$ cat config.mk
export PLATFORM = sky130hd
export DESIGN_NAME = assert_monitor_bank_flat
export DESIGN_NICKNAME = d
export VERILOG_FILES = /design/src/rtl/assert_mon_pkg.sv /design/src/rtl/assert_monitor_bank_if.sv /design/src/rtl/assert_mon_chan.sv /design/src/rtl/assert_monitor_bank.sv /design/src/flat_wrapper.sv
export SDC_FILE = /design/constraint.sdc
export NUM_CORES = 1
export LEC_CHECK = 0
export BUFFER_PORTS_ARGS = -buffer_cell sky130_fd_sc_hd__buf_2
export CORE_AREA = 5 5 124 126
export DETAILED_ROUTE_END_ITERATION = 10
export DIE_AREA = 0 0 129 131
export HOLD_SLACK_MARGIN = 0.03
export PLACE_DENSITY = 0.65
export SLEW_MARGIN = 20
export SYNTH_ARGS = -nofsm -noshare
export SYNTH_HDL_FRONTEND = slang
export SYNTH_SLANG_ARGS = --single-unit
$ cat constraint.sdc
create_clock -name clk -period 13.2 [get_ports clk]
set_input_delay 3.96 -clock clk [delete_from_list [all_inputs] [get_ports clk]]
set_output_delay 3.96 -clock clk [all_outputs]
set_load 0.05 [all_outputs]
$ cat src/rtl/assert_mon_pkg.sv
// Shared types and helpers for the runtime assertion monitor bank.
package assert_mon_pkg;

    typedef enum logic [1:0] {
        OFF     = 2'd0,
        ARMED   = 2'd1,
        PENDING = 2'd2,
        FAILED  = 2'd3
    } chan_state_e;

    typedef enum logic {
        IMMEDIATE = 1'b0,
        DEFERRED  = 1'b1
    } mode_e;

    localparam int unsigned MAX_CNT_W = 32;

    // Increment val, holding at the all-ones value of a width-bit counter.
    function automatic logic [MAX_CNT_W-1:0] sat_inc(input logic [MAX_CNT_W-1:0] val,
                                                     input int unsigned width);
        logic [MAX_CNT_W-1:0] max_val;
        max_val = (width >= MAX_CNT_W) ? '1 : ((32'd1 << width) - 32'd1);
        return (val >= max_val) ? val : val + 32'd1;
    endfunction

endpackage

$ cat src/rtl/assert_monitor_bank_if.sv
// Condition, control and readout bundle of the assertion monitor bank.
interface assert_monitor_bank_if #(
    parameter int unsigned NUM_CH = 4,
    parameter int unsigned CNT_W  = 8,
    parameter int unsigned TS_W   = 16
);
    localparam int unsigned SEL_W = (NUM_CH > 1) ? $clog2(NUM_CH) : 1;

    logic [NUM_CH-1:0] cond;
    logic [NUM_CH-1:0] qual;
    logic              glb_on;
    logic              glb_off;
    logic              mask_wr;
    logic [NUM_CH-1:0] mask_wdata;
    logic [NUM_CH-1:0] mode_wdata;
    logic              clr;
    logic [SEL_W-1:0]  rd_sel;
    logic [CNT_W-1:0]  rd_pass_cnt;
    logic [CNT_W-1:0]  rd_fail_cnt;
    logic              fail_any;
    logic              first_fail_vld;
    logic [SEL_W-1:0]  first_fail_ch;
    logic [TS_W-1:0]   first_fail_ts;

    modport master (
        output cond, qual, glb_on, glb_off, mask_wr, mask_wdata, mode_wdata, clr, rd_sel,
        input  rd_pass_cnt, rd_fail_cnt, fail_any, first_fail_vld, first_fail_ch, first_fail_ts
    );

    modport slave (
        input  cond, qual, glb_on, glb_off, mask_wr, mask_wdata, mode_wdata, clr, rd_sel,
        output rd_pass_cnt, rd_fail_cnt, fail_any, first_fail_vld, first_fail_ch, first_fail_ts
    );
endinterface

$ cat src/rtl/assert_mon_chan.sv
// One checked condition: immediate/deferred evaluation FSM plus saturating pass/fail counters.
module assert_mon_chan
    import assert_mon_pkg::*;
#(
    parameter int unsigned CNT_W     = 8,
    parameter int unsigned DEFER_CYC = 3
) (
    input  logic             clk,
    input  logic             rst,
    input  logic             armed,
    input  logic             cond,
    input  mode_e            mode,
    input  logic             cfg_wr,
    input  logic             clr,
    output logic [CNT_W-1:0] pass_cnt,
    output logic [CNT_W-1:0] fail_cnt,
    output logic             fail_evt
);
    localparam int unsigned STK_W = $clog2(DEFER_CYC + 1);

    chan_state_e      state_q, state_d;
    logic [STK_W-1:0] streak_q, streak_d;
    logic [CNT_W-1:0] pass_q, fail_q;
    logic             pass_inc, fail_inc;

    // Next state and per-cycle pass/fail events.
    always_comb begin
        state_d  = state_q;
        streak_d = streak_q;
        pass_inc = 1'b0;
        fail_inc = 1'b0;
        // A config write drops any partial streak and skips evaluation for that cycle.
        if (cfg_wr || !armed) begin
            state_d  = OFF;
            streak_d = '0;
        end else if (mode == IMMEDIATE) begin
            state_d  = ARMED;
            streak_d = '0;
            pass_inc = cond;
            fail_inc = !cond;
        end else begin
            unique case (state_q)
                OFF, ARMED, FAILED: begin
                    if (cond) begin
                        pass_inc = 1'b1;
                        state_d  = ARMED;
                        streak_d = '0;
                    end else if (state_q != FAILED) begin
                        streak_d = STK_W'(1);
                        if (DEFER_CYC == 1) begin
                            fail_inc = 1'b1;
                            state_d  = FAILED;
                        end else begin
                            state_d  = PENDING;
                        end
                    end
                end
                PENDING: begin
                    if (cond) begin
                        pass_inc = 1'b1;
                        state_d  = ARMED;
                        streak_d = '0;
                    end else begin
                        streak_d = streak_q + STK_W'(1);
                        if (streak_d == STK_W'(DEFER_CYC)) begin
                            fail_inc = 1'b1;
                            state_d  = FAILED;
                        end
                    end
                end
            endcase
        end
    end

    // FSM state and streak length.
    always_ff @(posedge clk or posedge rst) begin
        if (rst) begin
            state_q  <= OFF;
            streak_q <= '0;
        end else begin
            state_q  <= state_d;
            streak_q <= streak_d;
        end
    end

    // Saturating counters; clr discards events of its own cycle.
    always_ff @(posedge clk or posedge rst) begin
        if (rst) begin
            pass_q <= '0;
            fail_q <= '0;
        end else if (clr) begin
            pass_q <= '0;
            fail_q <= '0;
        end else begin
            if (pass_inc) pass_q <= CNT_W'(sat_inc(MAX_CNT_W'(pass_q), CNT_W));
            if (fail_inc) fail_q <= CNT_W'(sat_inc(MAX_CNT_W'(fail_q), CNT_W));
        end
    end

    assign pass_cnt = pass_q;
    assign fail_cnt = fail_q;
    assign fail_evt = fail_inc;

endmodule

$ cat src/rtl/assert_monitor_bank.sv
// Bank of runtime checkers with global enable, mask/mode config, timestamp and first-fail capture.
module assert_monitor_bank
    import assert_mon_pkg::*;
#(
    parameter int unsigned NUM_CH     = 4,
    parameter int unsigned CNT_W      = 8,
    parameter int unsigned TS_W       = 16,
    parameter int unsigned DEFER_CYC  = 3,
    parameter bit          GLB_ON_RST = 1'b0
) (
    input logic                   clk,
    input logic                   rst,
    assert_monitor_bank_if.slave  bus
);
    localparam int unsigned SEL_W = (NUM_CH > 1) ? $clog2(NUM_CH) : 1;

    logic                   glb_en_q;
    logic [NUM_CH-1:0]      mask_q, mode_q, armed, fail_vec;
    logic [TS_W-1:0]        ts_q;
    logic                   fail_any_q, ff_vld_q;
    logic [SEL_W-1:0]       ff_ch_q, first_idx;
    logic [TS_W-1:0]        ff_ts_q;
    logic [CNT_W-1:0]       pass_arr [NUM_CH];
    logic [CNT_W-1:0]       fail_arr [NUM_CH];

    assign armed = {NUM_CH{glb_en_q}} & mask_q & bus.qual;

    for (genvar i = 0; i < NUM_CH; i++) begin : g_chan
        assert_mon_chan #(
            .CNT_W     (CNT_W),
            .DEFER_CYC (DEFER_CYC)
        ) u_chan (
            .clk      (clk),
            .rst      (rst),
            .armed    (armed[i]),
            .cond     (bus.cond[i]),
            .mode     (mode_e'(mode_q[i])),
            .cfg_wr   (bus.mask_wr),
            .clr      (bus.clr),
            .pass_cnt (pass_arr[i]),
            .fail_cnt (fail_arr[i]),
            .fail_evt (fail_vec[i])
        );
    end

    // Global enable (off wins), channel config and free-running timestamp.
    always_ff @(posedge clk or posedge rst) begin
        if (rst) begin
            glb_en_q <= GLB_ON_RST;
            mask_q   <= '1;
            mode_q   <= '0;
            ts_q     <= '0;
        end else begin
            if (bus.glb_off)     glb_en_q <= 1'b0;
            else if (bus.glb_on) glb_en_q <= 1'b1;
            if (bus.mask_wr) begin
                mask_q <= bus.mask_wdata;
                mode_q <= bus.mode_wdata;
            end
            ts_q <= ts_q + TS_W'(1);
        end
    end

    // Lowest-index failing channel of this cycle.
    always_comb begin
        first_idx = '0;
        for (int i = NUM_CH - 1; i >= 0; i--) begin
            if (fail_vec[i]) first_idx = SEL_W'(i);
        end
    end

    // Sticky fail flag and first-fail capture.
    always_ff @(posedge clk or posedge rst) begin
        if (rst) begin
            fail_any_q <= 1'b0;
            ff_vld_q   <= 1'b0;
            ff_ch_q    <= '0;
            ff_ts_q    <= '0;
        end else if (bus.clr) begin
            fail_any_q <= 1'b0;
            ff_vld_q   <= 1'b0;
            ff_ch_q    <= '0;
            ff_ts_q    <= '0;
        end else if (|fail_vec) begin
            fail_any_q <= 1'b1;
            if (!ff_vld_q) begin
                ff_vld_q <= 1'b1;
                ff_ch_q  <= first_idx;
                ff_ts_q  <= ts_q;
            end
        end
    end

    // Readout mux; out-of-range selects read as zero.
    always_comb begin
        bus.rd_pass_cnt = '0;
        bus.rd_fail_cnt = '0;
        for (int i = 0; i < NUM_CH; i++) begin
            if (bus.rd_sel == SEL_W'(i)) begin
                bus.rd_pass_cnt = pass_arr[i];
                bus.rd_fail_cnt = fail_arr[i];
            end
        end
    end

    assign bus.fail_any       = fail_any_q;
    assign bus.first_fail_vld = ff_vld_q;
    assign bus.first_fail_ch  = ff_ch_q;
    assign bus.first_fail_ts  = ff_ts_q;

endmodule

$ cat src/flat_wrapper.sv
// flat-port wrapper written by rule: the top's interface ports become plain ports
module assert_monitor_bank_flat import assert_mon_pkg::*;
#(
    parameter int unsigned NUM_CH     = 4,
    parameter int unsigned CNT_W      = 8,
    parameter int unsigned TS_W       = 16,
    parameter int unsigned DEFER_CYC  = 3,
    parameter bit          GLB_ON_RST = 1'b0
)
  (clk, rst, bus_cond, bus_qual, bus_glb_on, bus_glb_off, bus_mask_wr, bus_mask_wdata, bus_mode_wdata, bus_clr, bus_rd_sel, bus_rd_pass_cnt, bus_rd_fail_cnt, bus_fail_any, bus_first_fail_vld, bus_first_fail_ch, bus_first_fail_ts);
  assert_monitor_bank_if #(.NUM_CH(NUM_CH), .CNT_W(CNT_W), .TS_W(TS_W)) bus_i ();
  input logic clk;
  input logic rst;
  input wire logic [$bits(bus_i.cond)-1:0] bus_cond;
  input wire logic [$bits(bus_i.qual)-1:0] bus_qual;
  input wire logic [$bits(bus_i.glb_on)-1:0] bus_glb_on;
  input wire logic [$bits(bus_i.glb_off)-1:0] bus_glb_off;
  input wire logic [$bits(bus_i.mask_wr)-1:0] bus_mask_wr;
  input wire logic [$bits(bus_i.mask_wdata)-1:0] bus_mask_wdata;
  input wire logic [$bits(bus_i.mode_wdata)-1:0] bus_mode_wdata;
  input wire logic [$bits(bus_i.clr)-1:0] bus_clr;
  input wire logic [$bits(bus_i.rd_sel)-1:0] bus_rd_sel;
  output wire logic [$bits(bus_i.rd_pass_cnt)-1:0] bus_rd_pass_cnt;
  output wire logic [$bits(bus_i.rd_fail_cnt)-1:0] bus_rd_fail_cnt;
  output wire logic [$bits(bus_i.fail_any)-1:0] bus_fail_any;
  output wire logic [$bits(bus_i.first_fail_vld)-1:0] bus_first_fail_vld;
  output wire logic [$bits(bus_i.first_fail_ch)-1:0] bus_first_fail_ch;
  output wire logic [$bits(bus_i.first_fail_ts)-1:0] bus_first_fail_ts;
  assign bus_i.cond = bus_cond;
  assign bus_i.qual = bus_qual;
  assign bus_i.glb_on = bus_glb_on;
  assign bus_i.glb_off = bus_glb_off;
  assign bus_i.mask_wr = bus_mask_wr;
  assign bus_i.mask_wdata = bus_mask_wdata;
  assign bus_i.mode_wdata = bus_mode_wdata;
  assign bus_i.clr = bus_clr;
  assign bus_i.rd_sel = bus_rd_sel;
  assign bus_rd_pass_cnt = bus_i.rd_pass_cnt;
  assign bus_rd_fail_cnt = bus_i.rd_fail_cnt;
  assign bus_fail_any = bus_i.fail_any;
  assign bus_first_fail_vld = bus_i.first_fail_vld;
  assign bus_first_fail_ch = bus_i.first_fail_ch;
  assign bus_first_fail_ts = bus_i.first_fail_ts;
  assert_monitor_bank #(.NUM_CH(NUM_CH), .CNT_W(CNT_W), .TS_W(TS_W), .DEFER_CYC(DEFER_CYC), .GLB_ON_RST(GLB_ON_RST)) u_core (.clk(clk), .rst(rst), .bus(bus_i));
endmodule
# ---- After elaboration in Yosys (flattened, before gate mapping)
# Cells that the tools add are included.
dict set report classes {
  n_addsub 13
  order_cmp 8
  n_eq_ne 40
  mux 134
  bitwise 2
  reduce_logical 49
}
# op n
set op_table {}
lappend op_table {{$mux W8} 32}
lappend op_table {{$mux W2} 51}
lappend op_table {{$add A8 B1 Y8 const B} 8}
lappend op_table {{$ge A8 B8 Y1 const B} 8}
lappend op_table {{$mux W16} 3}
lappend op_table {{$mux W1} 40}
lappend op_table {{$ne A5 B5 Y1 const B} 8}
lappend op_table {{$pmux W2 S2} 8}
lappend op_table {{$eq A2 B2 Y1 const B} 14}
lappend op_table {{$ne A2 B2 Y1 const B} 13}
lappend op_table {{$reduce_and A2 Y1} 13}
lappend op_table {{$reduce_bool A2 Y1} 10}
lappend op_table {{$reduce_or A4 Y1} 5}
lappend op_table {{$add A16 B1 Y16 const B} 1}
lappend op_table {{$reduce_or A3 Y1} 4}
lappend op_table {{$eq A2 B1 Y1 const B} 5}
lappend op_table {{$logic_not A2 Y1} 5}
lappend op_table {{$add A2 B1 Y2 const B} 4}
lappend op_table {{$and A4 B4 Y4} 2}
lappend op_table {{$logic_not A1 Y1} 8}
lappend op_table {{$logic_or A1 B1 Y1} 4}
dict set report totals {
  ff_bits 124
  input_bits 24
  out_inout_bits 36
  wordCells 269
}

# ---- Longest topological paths before layout
# Gate-level depths: netlist of the first run.
dict set report depth {
  depth_word 14
  depth_mapped 9
  depth_no_buf 7
}

# ---- Modules after synthesis
# A second synthesis of the first run with hierarchy kept.
dict set report hier_totals {
  hier_cells 587
  area_unflattened_um2 6451.2
}
# mod n_inst cells_per_inst area_each_um2 seq_area_each_um2
set modules_own_cells {}
lappend modules_own_cells {assert_mon_chan 4 108 1053.5 500.5}
lappend modules_own_cells {assert_monitor_bank 1 155 2237.1 1106.1}

# ---- Least setup slack after synthesis of the first run
# Ideal clock, no wire load.
dict set report synth_timing {
  path_kind {input port to output port}
  start {in bus_rd_sel[1]}
  end {out bus_rd_fail_cnt[0]}
  arrival_ns 5.369
  t_required_ns 9.240
  path_slack_ns 3.871
  cell_stages 3
  path_buffers 2
  path_cell_list {clkbuf_1 buf_2 mux4_2}
}
dict set report synth_via {
  elab_chain_cells 5
}
# element line
set synth_lines {}
lappend synth_lines {{start: declaration} flat_wrapper.sv:22} ;# input wire logic [$bits(bus_i.rd_sel)-1:0] bus_rd_sel;
lappend synth_lines {{$logic_not A2 Y1} assert_monitor_bank.sv:99} ;# if (bus.rd_sel == SEL_W'(i)) begin
lappend synth_lines {{$mux W8 (3 in series)} assert_monitor_bank.sv:99}
lappend synth_lines {{$mux W8 *} assert_monitor_bank.sv:99}
lappend synth_lines {{end: declaration} flat_wrapper.sv:24} ;# output wire logic [$bits(bus_i.rd_fail_cnt)-1:0] bus_rd_fail_cnt;
# Every way passes the cells marked *; elsewhere a longest branch is shown, timed or not.

# ---- Worst setup path after layout of the first run
dict set report layout_timing {
  start {in bus_rd_sel[1]}
  end {out bus_rd_pass_cnt[6]}
}
dict set report layout_via {
  elab_chain_cells 5
}
# element line
set layout_lines {}
lappend layout_lines {{$logic_not A2 Y1} assert_monitor_bank.sv:99}
lappend layout_lines {{$mux W8 (3 in series)} assert_monitor_bank.sv:99}
lappend layout_lines {{$mux W8 *} assert_monitor_bank.sv:99}
lappend layout_lines {{end: declaration} flat_wrapper.sv:23} ;# output wire logic [$bits(bus_i.rd_pass_cnt)-1:0] bus_rd_pass_cnt;
# Marked as above.

==> out/metrics.cfg, run 1 <==
[final_layout]
area_growth_pct=15.9
num-nets-final=658
layout.area.seq_um2=3110
n_antenna_cell=0
multiInputGateArea_um2=2880
n_fill_cell=1285
final_layout_size_suffix_gt1_share_pct=19.9
finish.utilization_pct=50.3

[floorplan]
die_h_um=131
number_of_i_o_pins=60
floorplan.core_area_um2=14200
std_cell_rows=44
fp.dieArea_um2=16900
start_util_pct=43.4
die_width_um=129

[sta]
hold_viol_final=0
f_max_ghz=0.109
final-setup-viol-count=0
grt_setup_unrepaired=false
setup_total_negative_slack_ns=0
final.setup_skew_ns=0.00988
fin_crit_sh_pct=69.7
max-slew-margin-rel_pct=36.7
worst_slew_pin_slew_ns=0.950
final_max_slew_viol_count=0
finalHoldWorstSlack_ns=0.493
final_period_minus_worst_setup_slack_ns=9.20

[global_route]
met3_usage_pct=5.16
overflow=0
globalRouteTotalUtil_pct=17.0
antenna_found_initial=0
grt_pass1_wl_um=22300
grt_pass1_vias=4530
globalRouteMet2Util_pct=27.3
busiest_layer=met2
groute.layer.met1.usage_pct=20.3
grt_max_degree=82

[worst_setup_path]
class_of_the_most_critical_setup_path=input port to output pin
crit_chain=buf_2 -> mux4_2 -> buf_2
timing.critical_path.to=bus_rd_pass_cnt[6]
critPathLaunch=bus_rd_sel[1]
worst_setup_path_start_kind=input port
critical_path.top_delay_family=buffers and inverters
worst_r2r_path_cells=5
critPathSlowestCell=mux4_2
rrSetupSlack_ns=10.70
critical_path.n_buffers_inverters=2
worstPathArrival_ns=5.24
worst_r2r_startpoint=u_core.glb_en_q$_DFFE_PP0P_
critical_path_depth=3
slowest_delay_ns=0.58
worst_setup_end_kind=output pin
cell_occurring_most_often_along_the_worst_timing_path=buf_2
worst_r2r_endpoint=u_core.bus.first_fail_ts[7]$_DFFE_PP0P_
critical_path_data_required_time_ns=9.24
crit_fanout=16

[placement]
gp_routability_congestion=0.804
port-buffer-count=59
dpl.hpwl_um=9450

[detailed_routing]
drt_iter0_drc=261
avgViaCountPerCell=5.40
drt_wl_total_um=13500
antenna_violating_nets_post_route=0
drt_pass1_iterations=4
detailroute.via_count=4411
wl_per_cell_um=16.6
remaining_drc_errors=0

[yosys]
yosys_warnings=0
synthArstFlopShare_pct=100
synth_top_area_cell=dfrtp_1
synthesis.area_per_instance_um2=10.9
synth_largest_type_area_fraction_pct=48.7
syn_area_um2=6170
synth_seq_cells=124
sequential_to_total_area_share_from_yosys_stat_pct=50.4
synth_edf_count=0
synth_top_flop_cell=dfrtp_1
unique_masters_post_synth=46
syn_nets=601
main_area_contributors_after_synthesis=dfrtp_1, xnor2_1, mux4_2, nor2_1, mux2i_1
synth_cells=564

[power]
power.share.combinational_pct=4.4
seq_power_share_pct=45.4
ir_worst_vdd_mv=0.0844
cellPowerDensity_nw_per_um2=120
switchingPower_w=0.000193
internal_power_w=0.000668
power.share.clock_pct=50.2
power.leakage_nw=3.16
swShare_pct=22.5

[cts]
count_of_cells_resized_by_post_cts_repair=0
tritoncts.num_buffers=17
htree_num_levels=4
clk_pin_slew_ns=0.05
post_cts_buffers=0
cts_num_sinks=124
holdBufCountCts=0
clock_tree.buffer_depth=2
cts_root_buffer=clkbuf_16
clkLatencyLatePin_ns=0.42
cts_tree=yes

[hold_path]
worst_hold_path_type=flop to flop

[status]
status=complete, no violations

[flow_run]
drv.max_cap_violation_count=0

flip-flops by register name, indices dropped and copies added (netlist names):
register	cells
u_core.ts_q	16
u_core.bus.first_fail_ch	2
u_core.g_chan.u_chan.streak_q	8
u_core.mask_q	4
u_core.g_chan.u_chan.state_q	8
u_core.mode_q	4
u_core.g_chan.u_chan.pass_cnt	32
u_core.bus.first_fail_ts	16
u_core.glb_en_q	1
u_core.g_chan.u_chan.fail_cnt	32
u_core.bus.fail_any	1
cells in the mapped netlist, types with 3 or more instances:
cell type  instances
or3_1              9
nand3_1           26
buf_2              3
a21oi_1           14
a211o_1            4
ha_1              13
nand4_1           14
dfstp_2            4
mux2i_1           21
dfrtp_1          120
and3_1            14
mux4_2            16
nor2_1            74
xnor2_1           43
nand2_1           30
and2_1             4
a21boi_0           4
nor3b_1            5
clkbuf_1          16
nor4_1            11
nand4b_1           4
o21ai_0           18
inv_1             20
xor2_1            19
a31oi_1            5
mux2_2             8
and4_1             4
nand3b_1           4
nor3_1            13
cell usage in the layout, fill, tap and decap left out, types with 13 or more instances in the layout:
master,instances
clkbuf_16,17
mux2i_1,21
xnor2_1,43
buf_2,59
nor3_1,13
nand4_1,14
nand3_1,26
and3_1,14
dfrtp_1,120
nand2_1,30
ha_1,13
a21oi_1,14
nor2_1,74
mux4_2,16
xor2_1,19
inv_1,19
o21ai_0,18
cells by family (layout without fill, tap and decap cells):
logic type	Yosys count	in the layout	share of synthesized area, %
flops	124	124	50.4
fa+ha+maj	13	13	2.64
xor+xnor	62	62	8.80
buf+inv	43	112	2.98
compound gates	59	59	6.71
simple gates	218	218	17.8
mux	45	45	10.7
area by class of cell:
type | count | share of cell area, %
multi-input cells | 397 | 40.3
inverters | 20 | 1.09
repair buffers | 61 | 4.34
well taps | 184 | 3.22
clock buffers | 22 | 6.63
flip-flops and latches | 124 | 43.5
clock inverters | 9 | 0.980
power by group through the flow:
stage / sequential [W] / clock [W] / combinational (W)
floorplan: 0.000398 / 0 / 0.0000257
global placement: 0.000397 / 0 / 0.0000376
detailed placement: 0.000397 / 0 / 0.0000388
CTS: 0.000391 / 0.000441 / 0.0000391
global route: 0.000392 / 0.000456 / 0.0000424
finish: 0.000391 / 0.000432 / 0.0000380
worst min path at each step:
stage | from | endpoint | slack, ns | cells after the start
floorplan | u_core.ts_q[15]$_DFF_PP0_ | u_core.ts_q[15]$_DFF_PP0_ | 0.45 | 1
CTS | u_core.ts_q[7]$_DFF_PP0_ | u_core.ts_q[7]$_DFF_PP0_ | 0.49 | 1
global route | u_core.ts_q[7]$_DFF_PP0_ | u_core.ts_q[7]$_DFF_PP0_ | 0.50 | 1
finish | u_core.g_chan[2].u_chan.state_q[1]$_DFFE_PP0P_ | u_core.g_chan[2].u_chan.streak_q[0]$_DFFE_PP0P_ | 0.49 | 1
global placement | u_core.ts_q[15]$_DFF_PP0_ | u_core.ts_q[15]$_DFF_PP0_ | 0.48 | 1
detailed placement | u_core.ts_q[7]$_DFF_PP0_ | u_core.ts_q[7]$_DFF_PP0_ | 0.48 | 1
worst register-to-register path: stages (launching register included):
cell and delay, ns:
dfrtp_1 0.48, nand4b_1 0.31, a211o_1 0.51, a41oi_4 0.69
mux2i_1 0.29, nor2_1 0.06
through the flow:
stage / setup slack [ns] / instances / area [µm²] / total power (W)
floorplan: 3.87 / 564 / 6170 / 0.000424
global placement: 4.03 / 786 / 6610 / 0.000435
detailed placement: 3.98 / 786 / 6610 / 0.000436
CTS: 3.98 / 817 / 7150 / 0.000871
global route: 3.93 / 817 / 7150 / 0.000890
finish: 4.00 / 817 / 7150 / 0.000861
per-layer routing:
metal / up-vias / part of all wire (%)
li1: 2114 / -
met1: 2161 / 44
met2: 105 / 47
met3: 31 / 4.7
met4: 0 / 3.5
met5: - / 0
(Power assumes the default switching activity.)
==> inputs of run 2 (changes only) <==
==> constraint.sdc (replaced) <==
create_clock -name clk -period 9.3 [get_ports clk]
set_input_delay 2.79 -clock clk [delete_from_list [all_inputs] [get_ports clk]]
set_output_delay 2.79 -clock clk [all_outputs]
set_load 0.05 [all_outputs]
==> run 2 against run 1 <==
- global-route usage hardly changed
- count of clock-buffer cells in the layout down 1
- critical path depth is the same
- setup slack worse by 1.5 ns
- die area unchanged
- sequential power grew 42%
- non-clock buffer count is the same
- largest cell class unchanged
- combinational power grew 43%
- cell area grew 1.9%
- first-iteration DRC count rose by 42%
- critical path type unchanged
- clock skew fell by 0.0014 ns
- register-to-register slack worse by 3.9 ns
- largest power group unchanged
==> out/metrics.cfg, run 2 (synthesis results as in run 1) <==
[sta]
fin_crit_sh_pct=73.5
worst_slew_pin_slew_ns=0.951  ; +0.00191 ns
final-setup-viol-count=0  ; unchanged
grt_setup_unrepaired=false
max-slew-margin-rel_pct=36.6  ; -0.13 points
final_max_slew_viol_count=0  ; unchanged
final_period_minus_worst_setup_slack_ns=6.84
hold_viol_final=0  ; unchanged
final.setup_skew_ns=0.00845  ; -0.00143 ns
setup_total_negative_slack_ns=0  ; unchanged
f_max_ghz=0.146

[detailed_routing]
remaining_drc_errors=0  ; unchanged
wl_per_cell_um=16.4  ; -1.2%
drt_wl_total_um=13400  ; -1.1%
drt_iter0_drc=371  ; +42%
detailroute.via_count=4448  ; +0.84%
drt_pass1_iterations=4  ; unchanged
antenna_violating_nets_post_route=0  ; unchanged
avgViaCountPerCell=5.44  ; +0.72%

[global_route]
globalRouteTotalUtil_pct=17.0  ; about the same
antenna_found_initial=0  ; unchanged
grt_pass1_wl_um=22400  ; +0.47%
overflow=0  ; unchanged
grt_max_degree=82  ; unchanged
grt_pass1_vias=4473  ; -1.3%

[worst_setup_path]
worst_r2r_startpoint=u_core.glb_en_q$_DFFE_PP0P_
worstPathArrival_ns=4.05  ; -1.19 ns
cell_occurring_most_often_along_the_worst_timing_path=buf_2
crit_fanout=16  ; unchanged
critical_path_data_required_time_ns=6.51  ; -2.73 ns
crit_chain=buf_2 -> mux4_2 -> buf_2
critPathSlowestCell=mux4_2
worst_r2r_endpoint=u_core.bus.first_fail_ts[8]$_DFFE_PP0P_
worst_setup_path_start_kind=input port
worst_setup_end_kind=output pin
critPathLaunch=bus_rd_sel[1]
class_of_the_most_critical_setup_path=input port to output pin
rrSetupSlack_ns=6.78  ; -3.92 ns
worst_r2r_path_cells=5  ; unchanged
timing.critical_path.to=bus_rd_pass_cnt[2]
slowest_delay_ns=0.59  ; about the same

[cts]
holdBufCountCts=0  ; unchanged
clock_tree.buffer_depth=2  ; unchanged
count_of_cells_resized_by_post_cts_repair=0  ; unchanged
clkLatencyLatePin_ns=0.41  ; about the same
htree_num_levels=4  ; unchanged
cts_num_sinks=124  ; unchanged
cts_root_buffer=clkbuf_16
cts_tree=yes
tritoncts.num_buffers=17  ; unchanged
post_cts_buffers=0  ; unchanged
clk_pin_slew_ns=0.05  ; about the same

[power]
ir_worst_vdd_mv=0.127  ; +51%
cellPowerDensity_nw_per_um2=188  ; +56%
finalPower_w=0.00137  ; +59%
power.leakage_nw=3.21  ; +1.5%

[floorplan]
number_of_i_o_pins=60  ; unchanged
floorplan.core_area_um2=14200  ; unchanged
fp.dieArea_um2=16900  ; unchanged
std_cell_rows=44  ; unchanged
start_util_pct=43.4  ; unchanged
die_h_um=131  ; unchanged
die_width_um=129  ; unchanged

[final_layout]
most-common-layout-cells=dfrtp_1, nor2_1, buf_2, xnor2_1, nand2_1
final_layout_size_suffix_gt1_share_pct=20.2  ; +0.28 points
n_fill_cell=1257  ; -2.2%
num-nets-final=658  ; unchanged
n_antenna_cell=0  ; unchanged
layout.area.seq_um2=3110  ; unchanged
layout.cells.most_common=dfrtp_1
area_growth_pct=18.1
multiInputGateArea_um2=2880  ; unchanged

[placement]
gp_routability_congestion=0.812  ; +1.0%
dpl.hpwl_um=9320  ; -1.4%
port-buffer-count=59  ; unchanged

[hold_path]
worst_hold_path_type=flop to flop

[flow_run]
drv.max_cap_violation_count=0  ; unchanged

[status]
status=complete, no violations

## run 2: cell count changes in the layout (fill, tap and decap cells not counted), sizes merged
cell and change:
bufinv +5, clkbuf -1, clkinv -6, clkinvlp +3
## run 2: metal layers
metal | global-route usage, % | vias up | share of wire [%]
met5 | 0 | - | 0
met4 | 5.31 | 0 | 1.0
met3 | 5.37 | 10 | 4.9
met2 | 28.0 | 97 | 50
met1 | 21.5 | 2227 | 44
li1 | - | 2114 | -
## run 2: worst min path at each step
stage / startpoint / end / slack, ns / cells after the start
5_1_grt: u_core.ts_q[7]$_DFF_PP0_ / u_core.ts_q[7]$_DFF_PP0_ / 0.53 / 1
6_report: u_core.ts_q[15]$_DFF_PP0_ / u_core.ts_q[15]$_DFF_PP0_ / 0.49 / 1
4_1_cts: u_core.ts_q[15]$_DFF_PP0_ / u_core.ts_q[15]$_DFF_PP0_ / 0.49 / 1
2_1_floorplan: u_core.ts_q[15]$_DFF_PP0_ / u_core.ts_q[15]$_DFF_PP0_ / 0.45 / 1
3_3_place_gp: u_core.ts_q[15]$_DFF_PP0_ / u_core.ts_q[15]$_DFF_PP0_ / 0.48 / 1
3_5_place_dp: u_core.ts_q[13]$_DFF_PP0_ / u_core.ts_q[13]$_DFF_PP0_ / 0.48 / 1
## run 2: power breakdown
| part | internal, W | total [W] | switching (W) | leakage (nW) |
|---|---|---|---|---|
| clock | 0.000523 | 0.000758 | 0.000235 | 0.325 |
| combinational | 0.0000172 | 0.0000543 | 0.0000371 | 1.19 |
| sequential | 0.000548 | 0.000555 | 0.00000704 | 1.69 |
| total | 0.00109 | 0.00137 | 0.000279 | 3.21 |
## run 2: cell type report
class                      count  area share, %
inverter                      20           1.06
timing repair buffer          61           4.26
multi-input combinational    397           39.5
clock inverter                11           2.92
tap                          184           3.16
sequential                   124           42.6
clock buffer                  21           6.45
## run 2: worst max-delay path, delay by kind of cell
family	cells	cell delay (ns)
buf+inv	2	0.66
mux	1	0.59
## run 2: per-stage QoR
stage | hold slack [ns] | instance area (µm²) | worst slack (ns) | util (%) | std cells
after floorplan | 0.445 | 6170 | 2.31 | - | 564
after global placement | 0.481 | 6610 | 2.47 | 46.5 | 786
after detailed placement | 0.479 | 6610 | 2.42 | 46.5 | 786
after CTS | 0.494 | 7290 | 2.42 | 51.3 | 818
after global routing | 0.526 | 7290 | 2.36 | 51.3 | 818
final | 0.489 | 7290 | 2.46 | 51.3 | 818
==> inputs of run 3 (changes only) <==
==> constraint.sdc (replaced) <==
create_clock -name clk -period 7.14 [get_ports clk]
set_input_delay 2.142 -clock clk [delete_from_list [all_inputs] [get_ports clk]]
set_output_delay 2.142 -clock clk [all_outputs]
set_load 0.05 [all_outputs]
==> run 3 against run 2 <==
- count of clock-buffer cells in the layout up 5
- critical path type unchanged
- total power is 24% higher
- register-to-register slack worse by 2.1 ns
- clock skew about the same
- highest routed layer unchanged
- clock power is 18% higher
- wire length rose by 0.58%
- critical path depth did not move
- largest cell class unchanged
- core utilization down 0.38 points
==> out/metrics.cfg, run 3 (synthesis results as in run 1) <==
[worst_setup_path]
worst_r2r_path_cells=7  ; +2
critical_path_data_required_time_ns=5.00  ; -1.51 ns
worst_setup_end_kind=output pin
worst_r2r_startpoint=u_core.g_chan[0].u_chan.streak_q[0]$_DFFE_PP0P_
timing.critical_path.to=bus_rd_pass_cnt[0]
rrSetupSlack_ns=4.64  ; -2.14 ns
crit_fanout=16  ; unchanged
worstPathArrival_ns=3.40  ; -0.65 ns
worst_setup_path_start_kind=input port
critPathLaunch=bus_rd_sel[1]
class_of_the_most_critical_setup_path=input port to output pin
worst_r2r_endpoint=u_core.g_chan[0].u_chan.fail_cnt[5]$_DFFE_PP0P_

[global_route]
grt_pass1_wl_um=22400  ; about the same
antenna_found_initial=1  ; +1
grt_max_degree=83  ; +1.2%
grt_pass1_vias=4538  ; +1.5%
overflow=0  ; unchanged
globalRouteTotalUtil_pct=17.0  ; about the same

[floorplan]
fp.dieArea_um2=16900  ; unchanged
start_util_pct=43.4  ; unchanged
die_width_um=129  ; unchanged
floorplan.core_area_um2=14200  ; unchanged
die_h_um=131  ; unchanged
number_of_i_o_pins=60  ; unchanged
std_cell_rows=44  ; unchanged

[final_layout]
final_layout_size_suffix_gt1_share_pct=19.9  ; -0.32 points
most-common-layout-cells=dfrtp_1, nor2_1, buf_2, xnor2_1, nand2_1
area_growth_pct=17.2
n_fill_cell=1297  ; +3.2%
finish.cell_count_without_fillers=819  ; +0.12%
num-nets-final=658  ; unchanged
layout.cells.most_common=dfrtp_1

[sta]
fin_crit_sh_pct=77.6
f_max_ghz=0.180
final.setup_skew_ns=0.00810  ; -0.000351 ns
worst_slew_pin_slew_ns=0.990  ; +0.0382 ns
final-setup-viol-count=0  ; unchanged
max-slew-margin-rel_pct=34.0  ; -2.5 points
setup_total_negative_slack_ns=0  ; unchanged
final_period_minus_worst_setup_slack_ns=5.54
grt_setup_unrepaired=false
final_max_slew_viol_count=0  ; unchanged
hold_viol_final=0  ; unchanged
finalHoldWorstSlack_ns=0.495  ; +0.00645 ns

[cts]
clock_tree.buffer_depth=2  ; unchanged
count_of_cells_resized_by_post_cts_repair=0  ; unchanged
cts_root_buffer=clkbuf_16
tritoncts.num_buffers=17  ; unchanged
holdBufCountCts=0  ; unchanged
clkLatencyLatePin_ns=0.42  ; about the same
clk_pin_slew_ns=0.05  ; about the same
post_cts_buffers=0  ; unchanged
cts_tree=yes
cts_num_sinks=124  ; unchanged
htree_num_levels=4  ; unchanged

[placement]
dpl.hpwl_um=9420  ; +1.1%
placedCellCount=786  ; unchanged
port-buffer-count=59  ; unchanged
gp_routability_congestion=0.816  ; +0.50%

[detailed_routing]
drt_iter0_drc=339  ; -8.6%
drt_pass1_iterations=5  ; +1
drt_wl_total_um=13500  ; +0.58%
remaining_drc_errors=0  ; unchanged
avgViaCountPerCell=5.50  ; +1.2%
antenna_violating_nets_post_route=0  ; unchanged
detailroute.via_count=4505  ; +1.3%
wl_per_cell_um=16.4  ; +0.45%

[flow_run]
drv.max_cap_violation_count=0  ; unchanged

[power]
power.leakage_nw=3.20  ; -0.46%
power.share.clock_pct=53.1  ; -2.3 points
ir_worst_vdd_mv=0.171  ; +35%
seq_power_share_pct=42.8  ; +2.2 points
swShare_pct=20.8  ; +0.37 points
internal_power_w=0.00134  ; +23%
switchingPower_w=0.000352  ; +26%
power.share.combinational_pct=4.2  ; +0.2 points
cellPowerDensity_nw_per_um2=234  ; +25%

[status]
status=complete, no violations

[hold_path]
worst_hold_path_type=flop to flop

## run 3: area by class of cell
| cell class | instances | area [µm²] | area share [%] |
|---|---|---|---|
| Clock inverter | 6 | 105 | 1.45 |
| Sequential cell | 124 | 3110 | 43.0 |
| Clock buffer | 26 | 519 | 7.18 |
| Timing Repair Buffer | 61 | 310 | 4.29 |
| Tap cell | 184 | 230 | 3.18 |
| Inverter | 20 | 80.1 | 1.11 |
| Antenna cell | 1 | 2.50 | 0.0346 |
| Multi-Input combinational cell | 397 | 2880 | 39.8 |
## run 3: critical path, stage by stage
cell    delay (ns)
buf_2         0.44
mux4_2        0.58
buf_2         0.23
## run 3: power by group through the flow
stage | Sequential, W | Clock, W | Combinational (W)
6_report | 0.000723 | 0.000897 | 0.0000704
2_1_floorplan | 0.000737 | 0 | 0.0000475
4_1_cts | 0.000723 | 0.000913 | 0.0000723
5_1_grt | 0.000724 | 0.000951 | 0.0000791
3_5_place_dp | 0.000735 | 0 | 0.0000719
3_3_place_gp | 0.000734 | 0 | 0.0000697
## run 3: how the worst min path moves through the flow
stage	start	end	cells past startpoint	slack, ns
floorplan	u_core.ts_q[15]$_DFF_PP0_	u_core.ts_q[15]$_DFF_PP0_	1	0.45
global placement	u_core.g_chan[3].u_chan.state_q[1]$_DFFE_PP0P_	u_core.g_chan[3].u_chan.streak_q[0]$_DFFE_PP0P_	1	0.48
detailed placement	u_core.ts_q[7]$_DFF_PP0_	u_core.ts_q[7]$_DFF_PP0_	1	0.48
CTS	u_core.ts_q[15]$_DFF_PP0_	u_core.ts_q[15]$_DFF_PP0_	1	0.50
global route	u_core.ts_q[15]$_DFF_PP0_	u_core.ts_q[15]$_DFF_PP0_	1	0.51
finish	u_core.ts_q[13]$_DFF_PP0_	u_core.ts_q[13]$_DFF_PP0_	1	0.50
## run 3: per-layer routing
metal | routed length, µm | vias up | part of all wire, % | GRT usage [%]
met5 | 0 | - | 0 | 0
met4 | 345 | 0 | 2.6 | 8.83
met3 | 591 | 27 | 4.4 | 4.55
met2 | 6560 | 105 | 49 | 27.4
met1 | 5960 | 2253 | 44 | 21.1
li1 | - | 2120 | - | -
## run 3: through the flow
| stage | util (%) | area (µm²) | total power [W] | setup slack, ns |
|---|---|---|---|---|
| after global routing | 50.9 | 7230 | 0.00175 | 1.50 |
| after floorplan | - | 6170 | 0.000784 | 1.45 |
| after CTS | 50.9 | 7230 | 0.00171 | 1.56 |
| after detailed placement | 46.5 | 6610 | 0.000807 | 1.56 |
| final | 50.9 | 7230 | 0.00169 | 1.60 |
| after global placement | 46.5 | 6610 | 0.000804 | 1.61 |
